## src/rtl/adc_frame_align_if.sv

```systemverilog
`default_nettype none
// ============================================================================
// Module  : adc_frame_align_if
// Brief   : Frame word, control and status bundle of the frame aligner.
// Revision: 1.0 - initial release
// ============================================================================
interface adc_frame_align_if #(
   parameter int FW = 6,
   parameter int CW = 16
);
   logic [FW-1:0] FR;
   logic          enable;
   logic          realign;
   logic          cnt_rst;
   logic          BS;
   logic          locked;
   logic          fail;
   logic [2:0]    state;
   logic [CW-1:0] slip_cnt;
   logic [CW-1:0] lost_cnt;

   modport master (
      output FR, enable, realign, cnt_rst,
      input  BS, locked, fail, state, slip_cnt, lost_cnt
   );

   modport slave (
      input  FR, enable, realign, cnt_rst,
      output BS, locked, fail, state, slip_cnt, lost_cnt
   );
endinterface
`default_nettype wire

```

## src/rtl/adc_frame_align.sv

```systemverilog
`default_nettype none
// ============================================================================
// Module  : adc_frame_align
// Brief   : Closed-loop ISERDES frame aligner: bitslips until the frame word
//           matches, holds lock, realigns on loss, keeps slip/loss statistics.
// Revision: 1.0 - initial release
// ============================================================================
module adc_frame_align #(
   parameter int            FW        = 6,
   parameter logic [FW-1:0] FPAT      = 6'b111000,
   parameter int            SLIP_WAIT = 4,
   parameter int            LOCK_CNT  = 16,
   parameter int            MAX_SLIPS = 12,
   parameter int            CW        = 16
) (
   input wire logic          CLK,
   input wire logic          reset,
   adc_frame_align_if.slave  bus
);

   typedef enum logic [2:0] {
      S_IDLE   = 3'd0,
      S_CHECK  = 3'd1,
      S_SLIP   = 3'd2,
      S_WAIT   = 3'd3,
      S_LOCKED = 3'd4,
      S_FAIL   = 3'd5
   } state_t;

   localparam int c_MW = $clog2(LOCK_CNT + 1);
   localparam int c_AW = (MAX_SLIPS < 1) ? 1 : $clog2(MAX_SLIPS + 1);
   localparam int c_WW = $clog2(SLIP_WAIT + 1);

   localparam logic [c_MW-1:0] c_LOCK_LAST = c_MW'(LOCK_CNT - 1);
   localparam logic [c_AW-1:0] c_MAX_SLIPS = c_AW'(MAX_SLIPS);
   localparam logic [c_WW-1:0] c_WAIT_LOAD = c_WW'(SLIP_WAIT - 1);
   localparam logic [CW-1:0]   c_SAT       = '1;

   state_t          r_state;
   logic [c_MW-1:0] r_match;
   logic [c_AW-1:0] r_att;
   logic [c_WW-1:0] r_wait;
   logic            r_bs;
   logic            r_locked;
   logic            r_fail;
   logic [CW-1:0]   r_slip_cnt;
   logic [CW-1:0]   r_lost_cnt;

   logic            w_match;
   logic            w_loss;

   assign w_match = (bus.FR == FPAT);
   // Only a genuine mismatch while locked counts as a loss; enable/realign win.
   assign w_loss  = (r_state == S_LOCKED) && bus.enable && !bus.realign && !w_match;

   always_ff @(posedge CLK) begin
      if (reset) begin
         r_state  <= S_IDLE;
         r_match  <= '0;
         r_att    <= '0;
         r_wait   <= '0;
         r_bs     <= 1'b0;
         r_locked <= 1'b0;
         r_fail   <= 1'b0;
      end else begin
         // Status flags are rebuilt each cycle from the state being entered.
         r_bs     <= 1'b0;
         r_locked <= 1'b0;
         r_fail   <= 1'b0;
         if (!bus.enable) begin
            r_state <= S_IDLE;
         end else if (bus.realign && (r_state != S_IDLE)) begin
            r_state <= S_CHECK;
            r_match <= '0;
            r_att   <= '0;
         end else begin
            case (r_state)
               S_IDLE: begin
                  r_state <= S_CHECK;
                  r_match <= '0;
                  r_att   <= '0;
               end
               S_CHECK: begin
                  if (w_match) begin
                     r_match <= r_match + 1'b1;
                     if (r_match == c_LOCK_LAST) begin
                        r_state  <= S_LOCKED;
                        r_locked <= 1'b1;
                     end
                  end else if (r_att < c_MAX_SLIPS) begin
                     r_state <= S_SLIP;
                     r_bs    <= 1'b1;
                     r_match <= '0;
                  end else begin
                     r_state <= S_FAIL;
                     r_fail  <= 1'b1;
                  end
               end
               S_SLIP: begin
                  r_att   <= r_att + 1'b1;
                  r_wait  <= c_WAIT_LOAD;
                  r_state <= S_WAIT;
               end
               S_WAIT: begin
                  if (r_wait == '0) begin
                     r_state <= S_CHECK;
                     r_match <= '0;
                  end else begin
                     r_wait <= r_wait - 1'b1;
                  end
               end
               S_LOCKED: begin
                  if (w_match) begin
                     r_locked <= 1'b1;
                  end else begin
                     r_state <= S_CHECK;
                     r_match <= '0;
                     r_att   <= '0;
                  end
               end
               S_FAIL: begin
                  r_fail <= 1'b1;
               end
               default: begin
                  r_state <= S_IDLE;
               end
            endcase
         end
      end
   end

   // A pulse already issued is always counted, even if enable drops with it.
   always_ff @(posedge CLK) begin
      if (reset || bus.cnt_rst) begin
         r_slip_cnt <= '0;
         r_lost_cnt <= '0;
      end else begin
         if ((r_state == S_SLIP) && (r_slip_cnt != c_SAT)) begin
            r_slip_cnt <= r_slip_cnt + 1'b1;
         end
         if (w_loss && (r_lost_cnt != c_SAT)) begin
            r_lost_cnt <= r_lost_cnt + 1'b1;
         end
      end
   end

   assign bus.BS       = r_bs;
   assign bus.locked   = r_locked;
   assign bus.fail     = r_fail;
   assign bus.state    = r_state;
   assign bus.slip_cnt = r_slip_cnt;
   assign bus.lost_cnt = r_lost_cnt;

endmodule
`default_nettype wire
```

## src/flat_wrapper.sv

```systemverilog
// flat-port wrapper written by rule: the top's interface ports become plain ports
module adc_frame_align_flat 
#(
   parameter int            FW        = 6,
   parameter logic [FW-1:0] FPAT      = 6'b111000,
   parameter int            SLIP_WAIT = 4,
   parameter int            LOCK_CNT  = 16,
   parameter int            MAX_SLIPS = 12,
   parameter int            CW        = 16
)
  (CLK, reset, bus_FR, bus_enable, bus_realign, bus_cnt_rst, bus_BS, bus_locked, bus_fail, bus_state, bus_slip_cnt, bus_lost_cnt);
  adc_frame_align_if #(.FW(FW), .CW(CW)) bus_i ();
  input wire logic CLK;
  input wire logic reset;
  input wire logic [$bits(bus_i.FR)-1:0] bus_FR;
  input wire logic [$bits(bus_i.enable)-1:0] bus_enable;
  input wire logic [$bits(bus_i.realign)-1:0] bus_realign;
  input wire logic [$bits(bus_i.cnt_rst)-1:0] bus_cnt_rst;
  output wire logic [$bits(bus_i.BS)-1:0] bus_BS;
  output wire logic [$bits(bus_i.locked)-1:0] bus_locked;
  output wire logic [$bits(bus_i.fail)-1:0] bus_fail;
  output wire logic [$bits(bus_i.state)-1:0] bus_state;
  output wire logic [$bits(bus_i.slip_cnt)-1:0] bus_slip_cnt;
  output wire logic [$bits(bus_i.lost_cnt)-1:0] bus_lost_cnt;
  assign bus_i.FR = bus_FR;
  assign bus_i.enable = bus_enable;
  assign bus_i.realign = bus_realign;
  assign bus_i.cnt_rst = bus_cnt_rst;
  assign bus_BS = bus_i.BS;
  assign bus_locked = bus_i.locked;
  assign bus_fail = bus_i.fail;
  assign bus_state = bus_i.state;
  assign bus_slip_cnt = bus_i.slip_cnt;
  assign bus_lost_cnt = bus_i.lost_cnt;
  adc_frame_align #(.FW(FW), .FPAT(FPAT), .SLIP_WAIT(SLIP_WAIT), .LOCK_CNT(LOCK_CNT), .MAX_SLIPS(MAX_SLIPS), .CW(CW)) u_core (.CLK(CLK), .reset(reset), .bus(bus_i));
endmodule
```

## config.mk

```make
export PLATFORM = sky130hd
export DESIGN_NAME = adc_frame_align_flat
export DESIGN_NICKNAME = d
export VERILOG_FILES = /design/src/rtl/adc_frame_align_if.sv /design/src/rtl/adc_frame_align.sv /design/src/flat_wrapper.sv
export SDC_FILE = /design/constraint.sdc
export NUM_CORES = 1
export LEC_CHECK = 0
export ABC_AREA = 1
export CAP_MARGIN = 0
export CORE_AREA = 10 10 86 88
export DETAILED_ROUTE_END_ITERATION = 7
export DIE_AREA = 0 0 96 98
export PLACE_DENSITY_LB_ADDON = 0.12
export SYNTH_ARGS = -nofsm -noshare
export SYNTH_HDL_FRONTEND = slang
export SYNTH_SLANG_ARGS = --single-unit
```

## constraint.sdc

```tcl
create_clock -name CLK -period 1.9 [get_ports CLK]
set_input_delay 0.57 -clock CLK [delete_from_list [all_inputs] [get_ports CLK]]
set_output_delay 0.57 -clock CLK [all_outputs]
set_load 0.02 [all_outputs]
```

# Word-level counts from Yosys, hierarchy flattened
# Index checks and enable logic that the tools add are counted.
[totals] ff_bits=50 latchBits=0 ram_bits=0 romBits=0 input_bits=11 output_inout_bits=38 word_cells=87 memories=0
[classes] add_sub_neg=5 mul=0 div_mod_pow=0 order_cmp=1 eq_ne=18 shifts=0 n_mux=26 n_bitwise=4 reduce_logical=23
[op_table] operator="adder 16 x 1 -> 16 bit, second input constant" count=2
[op_table] operator="!= test 16 bit, second input constant" count=2
[op_table] operator="2-to-1 mux 5 bit" count=5
[op_table] operator="case mux 5 bit (4 select lines)" count=1
[op_table] operator="2-to-1 mux 3 bit" count=6
[op_table] operator="case mux 3 bit (6 select lines)" count=1
[op_table] operator="case mux 4 bit (3 select lines)" count=1
[op_table] operator="AND reduction 4 bit" count=3
[op_table] operator="2-to-1 mux 4 bit" count=2
[op_table] operator="2-to-1 mux 1 bit" count=7
[op_table] operator="equality test 3 x 2 -> 1 bit, second input constant" count=2
[op_table] operator="equality test 3 bit, second input constant" count=2
[op_table] operator="equality test 6 bit, second input constant" count=1
[op_table] operator="logical AND 1 bit" count=6
[op_table] operator="logical NOT 3 bit" count=2
[op_table] operator="!= test 3 bit, second input constant" count=2
[op_table] operator="case mux 3 bit (2 select lines)" count=1
[op_table] operator="adder 5 x 1 -> 5 bit, second input constant" count=1
[op_table] operator="equality test 5 x 4 -> 1 bit, second input constant" count=1
[op_table] operator="AND reduction 5 bit" count=1
[op_table] operator="nonzero test 5 bit" count=1
[op_table] operator="OR reduction 5 bit" count=1
[op_table] operator="adder 4 x 1 -> 4 bit, second input constant" count=1
[op_table] operator="less-than comparator 4 bit, second input constant" count=1
[op_table] operator="17 further kinds" count=24

# Longest topological paths before layout
[depth] depth_word=5 mapped_depth=11 depth_no_buf=11

# Least setup slack after synthesis
# Ideal clock, no wire load.
[synth_timing] path_kind="register -> register" start="reg u_core.r_slip_cnt[0], in the netlist u_core.bus.slip_cnt[0]" end="reg u_core.r_slip_cnt[0], in the netlist u_core.bus.slip_cnt[0]" setup_time_ps=128 arrival_time_ps=1583 t_required_ps=1772 setup_slack_ps=189 path_stages_with_launch=9 path_buffers=1 synth_period_minus_slack_ps=1711 path_cell_list="dfxtp_1 ha_1 nand3_1 nor2_1 nand3_1 nand2_1 buf_4 xor2_1 nor2_1"
[synth_via] elab_chain_cells=2 word_cells_on_any_way=3 cone_classes="add/sub (1); eq/ne (1); reduce/logical (1)"
[synth_rtl] item="start, declared" line="adc_frame_align.sv:46" rtl="logic [CW-1:0] r_slip_cnt;"
[synth_rtl] item="start signal, assigned" line="adc_frame_align.sv:139" rtl="r_slip_cnt <= r_slip_cnt + 1'b1;"
[synth_rtl] item="branches (longest 2 deep; another with adder 16 x 1 -> 16 bit)"
# Parallel ways; which one is timed is not known.
# A chain may end at the register's enable or synchronous reset.

# Worst setup path after layout
[layout_timing] start="reg u_core.r_slip_cnt[13], in the netlist u_core.bus.slip_cnt[13]" end="out bus_slip_cnt[13]"
[layout_lines] item="end, declared" line="flat_wrapper.sv:23" rtl="output wire logic [$bits(bus_i.slip_cnt)-1:0] bus_slip_cnt;"
# No word-level cell between the ends.

==> impl_metrics.tcl <==
set metrics [dict create \
    status "finished clean" \
    critical_path.cell_chain "clkdlybuf4s50_1" \
    hold_path.class "register to register" \
    yosys_warnings 0 \
    grt_pass1_wl_um 12800 \
    worstRegToRegCells 10 \
    power.density_nw_per_um2 524 \
    cts_tree "built" \
    io_buffers 48 \
    multi_input_area_um2 1720 \
    tightest_slew_ns 0.352 \
    vdd_drop_max_uv 281 \
    synthArstFlopShare 0 \
    drtIter0Drc 116 \
    cpPeakStageDelay_ns 0.61 \
    max_freq_mhz 546 \
    syn2layout_area_growth_pct 27.6 \
    final_antenna_net_count 0 \
    path_class "register to primary output" \
    finalCritPeriodShare 0.964 \
    via_per_inst 5.07 \
    place_ws_ns -0.246 \
    p_seq_frac 0.535 \
    finalWorstSetupSlack_ns 0.0678 \
    numCtsBuffers 5 \
    drive_above_1_share 0.110 \
    insertion_delay_ns 0.30 \
    dpl.hpwl_um 5600 \
    yosysMostFrequentCell "nand2_1" \
    whs_path_depth 2 \
    synth_flop_cell "dfxtp_1" \
    power.total_mw 1.99 \
    syn_avg_cell_area_um2 6.48 \
    mappedNetlistArea_um2 2970 \
    min_from "u_core.r_wait[0]$_SDFFE_PP0P_" \
    grt-ovfl-total 0 \
    synth_top_area_cell "dfxtp_1" \
    die_h_um 98 \
    yosysSeqAreaShare 0.337 \
    antenna_found_initial 0 \
    placed_cells 603 \
    synth_area_leaders "dfxtp_1 34%, nand2_1 17%, nor2_1 8.1%" \
    synth-seq-cells 50 \
    synth_top_family_by_area "simple AND/OR/NAND/NOR gates" \
    dieArea_um2 9410 \
    synthSimpleGateAreaFrac 0.398 \
    end_kind "primary output" \
    design.core.area_um2 5750 \
    synth_top_cell_area_share 0.337 \
    stdcell_area_um2 3790 \
    timing.hold.ws_ns 0.462 \
    vias 3099 \
    rows 28 \
    cpMaxStageDelayCell "clkdlybuf4s50_1" \
    synth_compound_area_frac 0.0837 \
    final.setup_skew_ns 0.0104 \
    nets 553 \
    clock-sinks 50 \
    register_area_um2 1000 \
    min_to "u_core.r_wait[0]$_SDFFE_PP0P_" \
    wl_per_cell_um 11.8 \
    htreeDepth 2 \
    ios 49 \
    r2r-start "u_core.bus.slip_cnt[0]$_SDFFE_PP0P_" \
    worstPathMaxFanout 2 \
    syn_nets 477 \
    combPwrFrac 0.089 \
    arrival_ns 1.26 \
    path_delay_family "buffers and inverters" \
    synth_adder_area_share 0.0294 \
    synth_cell_types 31 \
    relSlewSlack 0.764 \
    synth_common_cells "135 x nand2_1, 64 x nor2_1, 52 x inv_1" \
    hold_viol 0 \
    synthXorXnorAreaFrac 0.0589 \
    final_cells 611 \
    drt_wl_total_um 7200 \
    gp_congestion 0.905 \
    fillers 527 \
    antennaDiodeCount 0 \
    period_minus_slack_ns 1.83 \
    worst-path-buf-inv 1 \
    syn_inst 459 \
    synth-edff-count 0 \
    required_ns 1.33 \
    power_frac_clock 0.375 \
    p_switching_mw 0.461 \
    rr_endpoint "u_core.bus.slip_cnt[4]$_SDFFE_PP0P_" \
    slew_violations 0 \
    synthMuxAreaShare 0 \
    cts_root_buffer "clkbuf_8" \
    drc 0 \
    p_leak_nw 1.64 \
    initial_utilization 0.518 \
    grt_start_max_net_pins 18 \
    dpl_cell_area_um2 3700 \
    setup_viol 0 \
    rrSetupSlack_ns 0.19 \
    die_w_um 96 \
    grt.total_usage 0.161 \
    switching_share 0.232 \
    clk_pin_slew_worst_paths_ns 0.10 \
    rsz0062_at_grt "false" \
    drtPass1Iterations 4 \
    critPathLaunchType "register" \
    grt_pass1_vias 2964 \
    hold_buffers 0 \
    clock_path_buffers 2 \
    internal-power_mw 1.53 \
    cap_violations 0 \
]
## layout make-up
| type | count | share of cell area |
|---|---|---|
| clock buffers | 7 | 0.0201 |
| clock inverters | 1 | 0.00792 |
| inverters | 55 | 0.0551 |
| multi-input cells | 346 | 0.454 |
| flip-flops and latches | 50 | 0.264 |
| well taps | 75 | 0.0247 |
| repair buffers | 77 | 0.174 |
## per-stage QoR
step | TNS (ns) | util
after floorplan | 0 | -
after global placement | -4.05 | 0.644
after detailed placement | -5.19 | 0.644
after CTS | 0 | 0.656
after global routing | 0 | 0.660
final | 0 | 0.660
## routing by layer
| metal | up-vias | routed length (um) | track usage |
|---|---|---|---|
| met4 | 0 | 57 | 0.0454 |
| met5 | - | 0 | 0 |
| met2 | 84 | 3450 | 0.268 |
| li1 | 1610 | - | - |
| met1 | 1399 | 3140 | 0.194 |
| met3 | 6 | 554 | 0.0459 |
## registers in the layout (all words and copies together), names as in the netlist
| signal | cells |
|---|---|
| u_core.r_wait | 3 |
| u_core.bus.lost_cnt | 16 |
| u_core.bus.fail | 1 |
| u_core.bus.locked | 1 |
| u_core.bus.slip_cnt | 16 |
| u_core.bus.state | 3 |
| u_core.bus.BS | 1 |
| u_core.r_att | 4 |
| u_core.r_match | 5 |
## power groups by stage
| stage | sequential, mW | clock (mW) | combinational, mW |
|---|---|---|---|
| floorplan | 1.09 | 0 | 0.0992 |
| global placement | 1.09 | 0 | 0.171 |
| detailed placement | 1.09 | 0 | 0.174 |
| CTS | 1.06 | 0.773 | 0.174 |
| global route | 1.07 | 0.803 | 0.200 |
| finish | 1.06 | 0.746 | 0.178 |
## worst max-delay path by stage
| stage | startpoint | to | slack, ns | cells after the start |
|---|---|---|---|---|
| floorplan | u_core.bus.slip_cnt[0]$_SDFFE_PP0P_ | u_core.bus.slip_cnt[0]$_SDFFE_PP0P_ | 0.19 | 8 |
| global placement | bus_FR[3] | u_core.r_match[0]$_SDFFE_PP0P_ | -0.21 | 10 |
| detailed placement | bus_FR[3] | u_core.r_match[3]$_SDFFE_PP0P_ | -0.25 | 11 |
| CTS | u_core.bus.lost_cnt[4]$_SDFFE_PP0P_ | bus_lost_cnt[4] | 0.05 | 1 |
| global route | bus_FR[4] | u_core.r_match[3]$_SDFFE_PP0P_ | 0.004 | 11 |
| finish | u_core.bus.slip_cnt[13]$_SDFFE_PP0P_ | bus_slip_cnt[13] | 0.07 | 1 |
## cells in the final DEF, fill, tap and decap left out, types with 2 or more instances in the layout
cell               n
a21oi_1           32
buf_4             29
clkbuf_1           2
clkbuf_8           5
clkdlybuf4s50_1   18
dfxtp_1           50
dlygate4sd2_1     30
ha_1               7
inv_1             52
inv_2              2
nand2_1          134
nand2_2            5
nand3_1           35
nand3_2            4
nand4_1           10
nor2_1            61
nor2_2             4
nor2_4             4
nor3_1            10
nor3b_1            2
o21ai_0           10
xnor2_1            6
xor2_1            14
## cell families (layout without fill, tap and decap cells)
| family | after synthesis | count (layout) |
|---|---|---|
| AO/OA/AOI/OAI | 47 | 47 |
| XOR/XNOR | 20 | 20 |
| adder cells (fa/ha/maj) | 7 | 7 |
| buffers and inverters | 63 | 140 |
| flip-flops | 50 | 50 |
| AND/OR/NAND/NOR | 272 | 272 |
## what timing repair did
item,in CTS,in global routing
endpoints found under the setup margin,30,24
resized for setup,30,7
setup buffers,0,0
pin swaps,0,0
Note: power is estimated with default switching activity, not from simulation.
